**src/rtl/alloc_pkg.sv**
```systemverilog
// Shared uop/rename packet types, RS target selection and alloc sizing constants.
// Pure declarations: no state, no latency, no flow control.
package alloc_pkg;

    localparam int ROBID_W        = 6;
    localparam int PREG_W         = 7;
    localparam int SIMID_W        = 16;
    localparam int ALLOC_NUM_RS   = 3;
    localparam int ALLOC_RS_DEPTH = 8;

    typedef enum logic [3:0] {
        UOP_NOP = 4'd0,
        UOP_ADD = 4'd1,
        UOP_SUB = 4'd2,
        UOP_AND = 4'd3,
        UOP_LD  = 4'd4,
        UOP_ST  = 4'd5,
        UOP_MUL = 4'd6,
        UOP_DIV = 4'd7
    } t_uop;

    typedef enum logic [1:0] {
        RS_ALU    = 2'd0,
        RS_MEM    = 2'd1,
        RS_MULDIV = 2'd2
    } t_rs_sel;

    typedef struct packed {
        logic               valid;
        logic [ROBID_W-1:0] robid;
    } t_nuke_pkt;

    typedef struct packed {
        logic [SIMID_W-1:0] SIMID;
        t_uop               uop;
        logic [15:0]        imm;
    } t_uinstr;

    typedef struct packed {
        logic [ROBID_W-1:0] robid;
        logic [PREG_W-1:0]  pdst;
        logic [PREG_W-1:0]  pdst_old;
        logic [PREG_W-1:0]  psrc1;
        logic [PREG_W-1:0]  psrc2;
        logic               psrc1_pend;
        logic               psrc2_pend;
    } t_rename_pkt;

    function automatic t_rs_sel f_alloc_target(input t_uinstr u);
        case (u.uop)
            UOP_LD, UOP_ST:   return RS_MEM;
            UOP_MUL, UOP_DIV: return RS_MULDIV;
            default:          return RS_ALU;
        endcase
    endfunction

endpackage

```
**src/rtl/alloc_credit_ctr.sv**
```systemverilog
// Per-RS credit counter: saturating at 0 and DEPTH, reload-to-full on flush; 1-cycle update.
// No flow control of its own; err pulses on a dropped increment or decrement.
module alloc_credit_ctr #(
    parameter int DEPTH = 8,
    parameter int CW    = $clog2(DEPTH + 1)
) (
    input  logic          clk,
    input  logic          reset,
    input  logic          inc,
    input  logic          dec,
    input  logic          reload,
    output logic [CW-1:0] count,
    output logic          zero,
    output logic          full,
    output logic          err
);

    logic [CW-1:0] r_count;
    logic          w_up;
    logic          w_dn;

    assign zero  = (r_count == '0);
    assign full  = (r_count == CW'(DEPTH));
    assign count = r_count;

    // A simultaneous inc and dec cancels, so it can never be an error.
    assign w_up = inc & ~dec & ~full;
    assign w_dn = dec & ~inc & ~zero;
    assign err  = ~reload & ((inc & ~dec & full) | (dec & ~inc & zero));

    always_ff @(posedge clk) begin
        if (reset || reload) begin
            r_count <= CW'(DEPTH);
        end else if (w_up) begin
            r_count <= r_count + 1'b1;
        end else if (w_dn) begin
            r_count <= r_count - 1'b1;
        end
    end

endmodule

```
**src/rtl/alloc.sv**
```systemverilog
// Credit-gated in-order dispatch of renamed uops to one of NUM_RS reservation stations.
// Latency 1 (rn1 -> ra1); alloc_ready_ra0 drops when the target RS has no credit or on nuke.
module alloc
    import alloc_pkg::*;
#(
    parameter int NUM_RS   = ALLOC_NUM_RS,
    parameter int RS_DEPTH = ALLOC_RS_DEPTH
) (
    input  logic              clk,
    input  logic              reset,
    input  t_nuke_pkt         nuke_rb1,
    input  logic              valid_rn1,
    input  t_uinstr           uinstr_rn1,
    input  t_rename_pkt       rename_rn1,
    output logic              alloc_ready_ra0,
    input  logic [NUM_RS-1:0] rs_credit_ret_rsx,
    output logic [NUM_RS-1:0] valid_ra1,
    output t_uinstr           uinstr_ra1,
    output t_rename_pkt       rename_ra1,
    output logic              rs_empty_ra0,
    output logic              credit_err
);

    localparam int CW = $clog2(RS_DEPTH + 1);

    t_rs_sel           w_tgt;
    logic [NUM_RS-1:0] w_tgt_oh;
    logic [NUM_RS-1:0] w_dec;
    logic [NUM_RS-1:0] w_zero;
    logic [NUM_RS-1:0] w_full;
    logic [NUM_RS-1:0] w_err;
    logic [CW-1:0]     w_count [NUM_RS];
    logic              w_acc;

    logic [NUM_RS-1:0] r_valid;
    t_uinstr           r_uinstr;
    t_rename_pkt       r_rename;
    logic              r_err;

    logic w_unused_ok;
    assign w_unused_ok = ^nuke_rb1.robid;

    assign w_tgt = f_alloc_target(uinstr_rn1);

    always_comb begin
        w_tgt_oh = '0;
        for (int i = 0; i < NUM_RS; i++) begin
            w_tgt_oh[i] = (int'(w_tgt) == i);
        end
    end

    // Ready looks only at the current counters: a return this cycle helps next cycle.
    assign alloc_ready_ra0 = ~nuke_rb1.valid & |(w_tgt_oh & ~w_zero);
    assign w_acc           = valid_rn1 & alloc_ready_ra0;
    assign w_dec           = w_acc ? w_tgt_oh : '0;

    for (genvar g = 0; g < NUM_RS; g++) begin : g_ctr
        alloc_credit_ctr #(
            .DEPTH (RS_DEPTH),
            .CW    (CW)
        ) u_ctr (
            .clk    (clk),
            .reset  (reset),
            .inc    (rs_credit_ret_rsx[g]),
            .dec    (w_dec[g]),
            .reload (nuke_rb1.valid),
            .count  (w_count[g]),
            .zero   (w_zero[g]),
            .full   (w_full[g]),
            .err    (w_err[g])
        );
    end

    always_ff @(posedge clk) begin
        if (reset) begin
            r_valid  <= '0;
            r_uinstr <= '0;
            r_rename <= '0;
            r_err    <= 1'b0;
        end else begin
            r_valid <= w_dec;
            if (w_acc) begin
                r_uinstr <= uinstr_rn1;
                r_rename <= rename_rn1;
            end
            r_err <= r_err | (|w_err);
        end
    end

    assign valid_ra1    = r_valid;
    assign uinstr_ra1   = r_uinstr;
    assign rename_ra1   = r_rename;
    assign credit_err   = r_err;
    assign rs_empty_ra0 = &w_full;

`ifdef SIMULATION
    always_ff @(posedge clk) begin
        if (!reset && w_acc) begin
            $display("UINFO %0d unit:AL target=%s robid=%0d credit=%0d",
                     uinstr_rn1.SIMID, w_tgt.name(), rename_rn1.robid,
                     w_count[w_tgt] - 1'b1);
        end
    end
`endif

endmodule

```
**config.mk**
```make
export PLATFORM = sky130hd
export DESIGN_NAME = alloc
export DESIGN_NICKNAME = d
export VERILOG_FILES = /design/src/rtl/alloc_pkg.sv /design/src/rtl/alloc_credit_ctr.sv /design/src/rtl/alloc.sv
export SDC_FILE = /design/constraint.sdc
export NUM_CORES = 1
export LEC_CHECK = 0
export ABC_AREA = 1
export BUFFER_PORTS_ARGS = -buffer_cell sky130_fd_sc_hd__buf_2
export CORE_UTILIZATION = 47
export CTS_CLUSTER_SIZE = 16
export DETAILED_ROUTE_END_ITERATION = 10
export HOLD_SLACK_MARGIN = 0.05
export MAX_ROUTING_LAYER = met4
export PLACE_DENSITY_LB_ADDON = 0.2
export REMOVE_ABC_BUFFERS = 1
export SLEW_MARGIN = 30
export SYNTH_ARGS = -nofsm -noshare
export SYNTH_HDL_FRONTEND = slang
export SYNTH_SLANG_ARGS = --single-unit
```
**constraint.sdc**
```tcl
create_clock -name clk -period 2.8 [get_ports clk]
set_input_delay 0.42 -clock clk [delete_from_list [all_inputs] [get_ports clk]]
set_output_delay 0.42 -clock clk [all_outputs]
set_load 0.01 [all_outputs]
```
==> flow_metrics.tcl <==
set metrics [dict create \
    outcome "finished, final reports clean" \
    final_nets 705 \
    gp_congestion 0.790 \
    root_buffer "clkbuf_8" \
    synth_common_cells "nand2_1 (97), dfxtp_1 (88), nand3_1 (84)" \
    start_util 0.484 \
    cts_sinks 88 \
    fin_cells 718 \
    cts-resized-gates 0 \
    hp-class "input pin to flop" \
    drt_iter0_drc 184 \
    wl_per_cell_um 13.5 \
    multi_input_area_um2 1710 \
    fin_util 0.613 \
    yosysMostFrequentCell "nand2_1" \
    worst_skew_pair.late_latency_ps 360 \
    gr-usage-all-layers 0.239 \
    antenna_found_initial 0 \
    p_int_uw 1970 \
    syn_area_um2 3740 \
    ys.flop_type "dfxtp_1" \
    core_region_area_um2 7730 \
    clk_path_buf_depth 2 \
    grt_max_degree 77 \
    num_io_pins 163 \
    fin_crit_sh 0.880 \
    synth_area_leader_cell "dfxtp_1" \
    port_buffers 156 \
    seq_area_frac_synth 0.471 \
    endpoint_kind "flop" \
    die_w_um 91.2 \
    fin_skew_ps 13.9 \
    worst_pin_slew_ps 799 \
    ys_ff_latch 88 \
    ys_types 24 \
    path_max_fanout 7 \
    fmax_mhz 406 \
    fillers 722 \
    dp_cells 702 \
    yosysWarnings 0 \
    synth_edf_count 0 \
    peakVddDrop_mv 0.328 \
    dp_hpwl_mm 6.75 \
    grt_pass1_vias 3332 \
    postCtsSetupRepairBufs 0 \
    slew_headroom 0.466 \
    hold_depth 3 \
    fin_crit_ps 2460 \
    regArea_um2 1760 \
    slowest_stage "ha_1" \
    rows 32 \
    grt_overflow 0 \
    p_clk_frac 0.361 \
    switching_power_uw 736 \
    worstPathArrival_ps 2760 \
    dieHeight_um 91.2 \
    crit_path_max_incr_delay_ps 380 \
    finalHoldWorstSlack_ps 311 \
    die_area_um2 8320 \
    setup_viol 0 \
    cellPowerDensity_nw_per_um2 572 \
    avgSynthCellArea_um2 7.94 \
    area_delta_synth_final_pct 26.6 \
    crit_chain "nor2_1 > nand2_1 > nand2_2 > nand3_4 > nand4_1 > nand3_2 > ha_1 > nand2_1 > nand2_1 > a31oi_1 > inv_1 > o21ai_0 > nand3_1 > nand3_1" \
    cp-start-kind "flop" \
    placed_area_um2 4510 \
    synth_cells 471 \
    ant_nets 0 \
    drcViolationCount 0 \
    required_ps 3090 \
    cts.clk_slew.worst_paths_ps 100 \
    finalMaxSlewViolations 0 \
    grt_setup_unrepaired "false" \
    setup_tns_ps 0 \
    p_sw_frac 0.272 \
    netlist_top_cells_area "dfxtp_1 (47%), nand3_1 (11%), a21oi_1 (11%)" \
    numCtsBuffers 9 \
    r2r_cells 14 \
    routed-via-count 3744 \
    cts_tree "done" \
    yosysTopAreaCellShare 0.471 \
    first_pass_iters 4 \
    avgViaCountPerCell 5.21 \
    htreeDepth 3 \
    n_antenna_cell 0 \
    final_hold_viol_count 0 \
    crit_top_cell "nand2_1" \
    hold_buffers 0 \
    final_cell_area_um2 4730 \
    drv_cap 0 \
    drive_gt1_frac 0.317 \
    drt_wl_total_mm 9.73 \
    seqPwrFrac 0.493 \
    async_reset_ff_frac 0 \
    power_frac_comb 0.145 \
    grt_first_pass_wirelength_mm 15.6 \
    leakagePower_uw 0.00222 \
    criticalPathCategory "flop to flop" \
]
-- power by group through the flow --
| stage | sequential, uW | clock [uW] | combinational, uW |
|---|---|---|---|
| after floorplan | 1390 | 0 | 169 |
| after global placement | 1360 | 0 | 386 |
| after detailed placement | 1360 | 0 | 395 |
| after CTS | 1340 | 998 | 397 |
| after global routing | 1340 | 1050 | 438 |
| final | 1340 | 979 | 394 |
-- cell type report --
| type | count | area share |
|---|---|---|
| flip-flops and latches | 88 | 0.372 |
| repair buffers | 162 | 0.177 |
| well taps | 102 | 0.0270 |
| inverters | 21 | 0.0166 |
| clock buffers | 10 | 0.0270 |
| multi-input cells | 329 | 0.361 |
| clock inverters | 6 | 0.0196 |
-- cell families (layout without fill, tap and decap cells) --
group / Yosys count / after routing / share of synthesized area
AND/OR/NAND/NOR: 222 / 222 / 0.285
AO/OA/AOI/OAI: 95 / 95 / 0.128
flip-flops: 88 / 88 / 0.471
buffers and inverters: 54 / 199 / 0.0726
adder cells (fa/ha/maj): 9 / 9 / 0.0361
XOR/XNOR: 3 / 3 / 0.00702
-- state kept, by name (all words and copies together) (netlist names) --
| register | count |
|---|---|
| credit_err | 1 |
| rename_ra1 | 36 |
| valid_ra1 | 3 |
| uinstr_ra1 | 36 |
| g_ctr.u_ctr.count | 12 |
-- cell usage in the layout (no fill, tap or decap) --
cell type,instances
bufinv_16,2
dfxtp_1,88
nor3_1,1
buf_2,156
nand2_2,5
nand3_1,84
clkinv_2,1
fa_1,3
nor2_4,2
o21ai_1,9
buf_4,5
clkbuf_1,1
inv_8,1
nand3_2,3
nor2_8,1
a21oi_1,81
nand4_1,9
o21ai_0,2
a31oi_1,3
nand3_4,2
nand2_4,2
nor2_1,16
nand2_1,97
clkinv_4,1
inv_2,3
inv_1,18
buf_12,1
clkinvlp_4,1
xnor2_1,3
ha_1,6
clkbuf_8,9
-- metal layers --
metal  wire length [um]  share of wire  GRT usage
met2               4740           0.49      0.388
met4                266          0.027      0.101
met5                  0              0          -
met3                606          0.062     0.0444
met1               4120           0.42      0.294
-- worst paths after layout --
path	start	endpoint	slack [ps]
worst max-delay path	g_ctr[1].u_ctr.count[0]	g_ctr[2].u_ctr.count[3]	340
worst min-delay path	rename_rn1[9]	rename_ra1[9]	310
worst max register to register	g_ctr[1].u_ctr.count[0]	g_ctr[2].u_ctr.count[3]	340
worst min register to register	rename_ra1[19]	rename_ra1[19]	460
-- per-stage QoR --
step | power (uW) | worst slack [ps]
global route | 2830 | 90.3
finish | 2710 | 336
global placement | 1750 | 356
CTS | 2730 | 341
floorplan | 1560 | 663
detailed placement | 1760 | 279
-- worst max-delay path, delay by kind of cell (launching register included) --
family                   cells  cell delay [ps]
flip-flops                   1              370
AND/OR/NAND/NOR             10             1180
buffers and inverters        1               90
adder cells (fa/ha/maj)      1              380
AO/OA/AOI/OAI                2              370
(Power assumes the default switching activity.)
